$ cat src/rtl/serial_subtractor.sv
// ============================================================================
//  Module      : serial_subtractor
//  Description : Bit-serial N-bit subtractor (A - B - Bin), LSB first, one bit
//                per clock. Optional signed-overflow flag V is built when the
//                macro SERIAL_SUB_OVERFLOW_EN is defined.
//  Revision    : 1.0 - initial release
// ============================================================================
`default_nettype none

module serial_subtractor #(
    parameter int N = 4
) (
    input  logic         Clock,
    input  logic         Reset_b,
    input  logic         Start,
    input  logic [N-1:0] A,
    input  logic [N-1:0] B,
    input  logic         Bin,
    output logic [N-1:0] Diff,
    output logic         Borrow,
    output logic         Busy,
    output logic         Done
`ifdef SERIAL_SUB_OVERFLOW_EN
    ,
    output logic         V
`endif
);

    localparam int CW = $clog2(N + 1);

    typedef enum logic [1:0] {
        S_IDLE  = 2'd0,
        S_SHIFT = 2'd1,
        S_DONE  = 2'd2
    } state_t;

    state_t        state;
    logic [N-1:0]  a_sh;
    logic [N-1:0]  b_sh;
    logic          br;
    logic [CW-1:0] cnt;

    logic          d_bit;
    logic          br_next;
    logic          last_bit;

    // One full-subtractor slice on the current LSBs and the running borrow
    always_comb begin
        d_bit    = a_sh[0] ^ b_sh[0] ^ br;
        br_next  = (~a_sh[0] & b_sh[0]) | (~(a_sh[0] ^ b_sh[0]) & br);
        last_bit = (cnt == CW'(N - 1));
    end

    always_ff @(posedge Clock or negedge Reset_b) begin
        if (!Reset_b) begin
            state  <= S_IDLE;
            a_sh   <= '0;
            b_sh   <= '0;
            br     <= 1'b0;
            cnt    <= '0;
            Diff   <= '0;
            Borrow <= 1'b0;
            Busy   <= 1'b0;
            Done   <= 1'b0;
`ifdef SERIAL_SUB_OVERFLOW_EN
            V      <= 1'b0;
`endif
        end else begin
            // Done trails the DONE state by one edge so it lines up with the
            // cycle in which the next operation (if any) has just been loaded.
            Done <= (state == S_DONE);

            case (state)
                S_IDLE, S_DONE: begin
                    if (Start) begin
                        a_sh  <= A;
                        b_sh  <= B;
                        br    <= Bin;
                        cnt   <= '0;
                        Busy  <= 1'b1;
                        state <= S_SHIFT;
                    end else begin
                        state <= S_IDLE;
                    end
                end

                S_SHIFT: begin
                    a_sh <= a_sh >> 1;
                    b_sh <= b_sh >> 1;
                    Diff <= {d_bit, Diff[N-1:1]};
                    br   <= br_next;
                    cnt  <= cnt + CW'(1);
                    if (last_bit) begin
                        Borrow <= br_next;
`ifdef SERIAL_SUB_OVERFLOW_EN
                        // Borrow into the MSB differs from borrow out of it
                        V      <= br ^ br_next;
`endif
                        Busy   <= 1'b0;
                        state  <= S_DONE;
                    end
                end

                default: begin
                    Busy  <= 1'b0;
                    state <= S_IDLE;
                end
            endcase
        end
    end

endmodule

`default_nettype wire
$ cat config.mk
export PLATFORM = sky130hd
export DESIGN_NAME = serial_subtractor
export DESIGN_NICKNAME = d
export VERILOG_FILES = /design/src/rtl/serial_subtractor.sv
export SDC_FILE = /design/constraint.sdc
export NUM_CORES = 1
export LEC_CHECK = 0
export CAP_MARGIN = 20
export CORE_MARGIN = 8
export CORE_UTILIZATION = 50
export DETAILED_ROUTE_END_ITERATION = 7
export MAX_ROUTING_LAYER = met4
export PLACE_DENSITY = 0.77
export SYNTH_ARGS = -nofsm -noshare
export SYNTH_HDL_FRONTEND = slang
export SYNTH_SLANG_ARGS = --single-unit
$ cat constraint.sdc
create_clock -name Clock -period 1.8 [get_ports Clock]
set_clock_uncertainty 0.2 [all_clocks]
set_input_delay 0.18 -clock Clock [delete_from_list [all_inputs] [get_ports Clock]]
set_output_delay 0.18 -clock Clock [all_outputs]
set_load 0.03 [all_outputs]
==> metrics.log <==
[metrics] number of DRC markers after the initial detailed-route iteration: 6
[metrics] total area of multi-input combinational cells: 453 um2
[metrics] area fraction in and, or, nand and nor cells after synthesis: 0.117
[metrics] register area: 526 um2
[metrics] power density over cell area: roughly 1700 nW/um2
[metrics] vias per cell: 5.26
[metrics] critical path launch point type: register
[metrics] transition time at the pin with the least slew margin: approximately 0.32 ns
[metrics] maximum clock frequency: ~0.58 GHz
[metrics] Floorplan Core Area: 1980 um2
[metrics] met2 usage in global routing: 0.173
[metrics] clock latency reported for the late side of the worst-skew pair: 0.29 ns
[metrics] met3 Track Usage GR: 0.0206
[metrics] number of instances in the synthesized netlist: 93
[metrics] number of antenna violations at the first check in global routing: 0
[metrics] via count of the first global-routing pass: 714
[metrics] global routing usage on met1: 0.129
[metrics] Max Buffers Root-to-Sink: 2
[metrics] count of unique library cells instantiated by Yosys: 22
[metrics] Post-Route WL: 1760 um
[metrics] weighted congestion reported at the end of routability-driven placement: 0.733
[metrics] relative slew slack: 0.787
[metrics] share of layout cells above drive strength 1: 0.124
[metrics] highest-utilization routing layer at the global route stage: met2
[metrics] DR pass1 iterations: 4
[metrics] crit path from: Diff[3]
[metrics] number of clock sinks: 21
[metrics] clock root buffer master: sky130_fd_sc_hd__clkbuf_4
[metrics] Crit-path slowest cell: sky130_fd_sc_hd__clkdlybuf4s50_1
[metrics] chain of cells forming the critical path: clkdlybuf4s50_1
[metrics] r2r endpoint: cnt[1]
[metrics] Top-Level Pins: 19
[metrics] number of vias after detailed routing: 736
[metrics] run status: finished, final reports clean
[metrics] unrepaired setup endpoints after global routing: false
[metrics] mux cell area share after synthesis: 0.143
[metrics] maximum number of pins on one net before global-route repair: 22
[metrics] number of buffers added on ports: 18
[metrics] r2r worst-path depth: 3
[metrics] endpoints failing hold: 0
[metrics] Cell Count, Final, Fillers Out: 140
[metrics] Setup Total Neg Slack: 0 ns
[metrics] Setup crit end: Diff[3]
[metrics] final antenna diode count: 0
[metrics] number of hold buffers added after cts: 0
[metrics] compound-cell area share of the yosys netlist: 0.129
[metrics] clock buffers created by TritonCTS: 3
[metrics] share of the cycle needed by the critical path after routing: 0.952
[metrics] Starting Density: 0.530
[metrics] average detailed-routed wire length per instance: 12.6 um
[metrics] Slowest Stage Delay on Critical Path: 0.67 ns
[metrics] cell area after synthesis: 1050 um2
[metrics] count of state elements after synthesis: 21
[metrics] number of nets still failing antenna checks after routing: 0
[metrics] number of synthesis warnings: 0
[metrics] total overflow reported by the global router: 0
[metrics] total of endpoints with negative setup slack in the final report: 0
[metrics] all-layer global routing usage: 0.106
[metrics] Worst-path clk slew: 0.12 ns
[metrics] post-synthesis to final-layout area growth: 21.3%
[metrics] XOR/XNOR Fraction of Synth Area: 0
[metrics] total of fill cells in the finished design: approximately 170
[metrics] cell depth of the worst setup path: 1
[metrics] max-cap violations: 0
[metrics] Reg-to-Reg Start: cnt[0]
[metrics] critical path's top delay family: buffers and inverters
[metrics] chip width: 61.8 um
[metrics] Final Net Count: around 130
[metrics] Post-Synthesis Net Count: 108
[metrics] minimum clock period: 1.71 ns
[metrics] worst hold-check path type: primary input to async pin
[metrics] flop2flop setup slack: between 0.3 and 0.4 ns
[metrics] first-pass GRT wire length: between 3000 and 4000 um
[metrics] CP Data Arrival Time: 1.33 ns
[metrics] Die Area: between 3000 and 4000 um2
[metrics] # placed instances: 136
[metrics] number of remaining DRC errors: 0
[metrics] reported leakage power: 0.549 nW
[metrics] Adder-Cell Fraction of Synth Area: 0.0429
[metrics] HPWL after detailed placement: between 1000 and 1500 um
[metrics] sum of buffers and inverters on the critical path: 1
[metrics] Crit path required time: 1.42 ns
[metrics] kind of critical path: register to output port
[metrics] portion of the post-synthesis area used by sequential elements: 0.501
[metrics] H-tree Lvls: 1
[metrics] critical path peak fanout: 3
[metrics] clock tree from TritonCTS: done
[metrics] dominant combinational cell family by area after synthesis: multiplexers
[metrics] Worst setup EP type: output port
[metrics] Vert. Die Dim: 61.8 um
[metrics] synthesized area per cell: 11.3 um2
[metrics] Rows: 16
[metrics] max-slew violation total from the final report: 0
[metrics] worst ir drop on vdd: 0.912 mV
==> placed cells by master, fill, tap and decap left out, drive strengths merged, types with 2 or more instances in the layout <==
cell	n
dfrtp	21
clkdlybuf4s50	17
mux2i	9
nor2b	8
a21oi	8
a211oi	7
buf	5
o21ai	5
mux2	5
inv	4
nor2	4
nand2	4
clkbuf	4
nand3	3
a22o	2
ha	2
nand2b	2
==> routing by layer <==
layer  vias to the layer above  wire length [um]
met4                         0                 6
met1                       352               822
li1                        363                 -
met3                         2                89
met5                         -                 0
met2                        19               845
==> how the worst min path moves through the flow <==
stage / cells past startpoint / startpoint / slack [ns] / to
2_1_floorplan: 0 / Reset_b / -0.32 / Borrow
3_3_place_gp: 2 / Borrow / 0.27 / Borrow
3_5_place_dp: 1 / cnt[0] / 0.30 / cnt[0]
4_1_cts: 2 / Reset_b / 0.03 / cnt[1]
5_1_grt: 2 / Reset_b / 0.04 / cnt[1]
6_report: 2 / Reset_b / 0.02 / cnt[1]
==> timing repair <==
| action | in CTS | in global routing |
|---|---|---|
| setup endpoints to repair | 0 | 1 |
| hold endpoints to repair | 0 | 0 |
| gates resized for setup | 0 | 1 |
| buffers inserted | 0 | 0 |
==> logic make-up (layout without fill, tap and decap cells) <==
family                   Yosys count  after routing
multiplexers                      14             14
adder cells (fa/ha/maj)            3              3
flip-flops                        21             21
AND/OR/NAND/NOR                   22             22
buffers and inverters             11             31
AO/OA/AOI/OAI                     22             22
==> power breakdown <==
group	leakage [nW]	internal, mW	switching [mW]
Sequential	0.255	0.688	0.166
Clock	0.0150	0.0860	0.135
Combinational	0.279	0.537	0.508
==> registers in the layout, summed over array words and instances (netlist names) <==
name and count:
Borrow 1, Busy 1, Diff 4, Done 1, a_sh 4, b_sh 4
br 1, cnt 3, state 2
==> final cells by class <==
class / count / area share
Sequential cell: 21 / 0.413
Multi-Input combinational cell: 61 / 0.356
Timing Repair Buffer: 23 / 0.173
Tap cell: 27 / 0.0265
Clock buffer: 4 / 0.0206
Inverter: 4 / 0.0118
==> synth_stat cells <==
cell	number	area, um2
sky130_fd_sc_hd__o21ai_0	4	20.0
sky130_fd_sc_hd__buf_2	3	15.0
sky130_fd_sc_hd__fa_1	1	20.0
sky130_fd_sc_hd__o21ai_1	1	5.00
sky130_fd_sc_hd__nand2b_1	1	6.26
sky130_fd_sc_hd__mux2_2	4	45.0
sky130_fd_sc_hd__a21oi_1	8	40.0
sky130_fd_sc_hd__mux2i_1	9	90.1
sky130_fd_sc_hd__mux2_4	1	15.0
sky130_fd_sc_hd__dfrtp_1	21	526
sky130_fd_sc_hd__nand3_1	3	15.0
sky130_fd_sc_hd__nor2b_1	8	50.1
sky130_fd_sc_hd__nand2_1	4	15.0
sky130_fd_sc_hd__a211oi_1	7	52.6
sky130_fd_sc_hd__buf_6	3	33.8
sky130_fd_sc_hd__a22o_1	2	17.5
sky130_fd_sc_hd__buf_4	1	7.51
sky130_fd_sc_hd__inv_1	4	15.0
sky130_fd_sc_hd__nand3b_1	1	7.51
sky130_fd_sc_hd__nor2_1	4	15.0
sky130_fd_sc_hd__ha_1	2	25.0
sky130_fd_sc_hd__nand2b_4	1	13.8
==> stage by stage <==
stage	util	setup slack, ns	hold WS (ns)	area [um2]	power, mW
2_1_floorplan	-	0.360	-0.316	1050	1.63
3_5_place_dp	0.628	0.267	0.298	1240	1.93
6_report	0.643	0.0860	0.0192	1270	2.12
5_1_grt	0.643	0.0299	0.0383	1270	2.30
4_1_cts	0.641	0.0382	0.0285	1270	2.15
3_3_place_gp	0.628	0.279	0.273	1240	1.89
No activity file was read; power rests on OpenSTA's default activity.
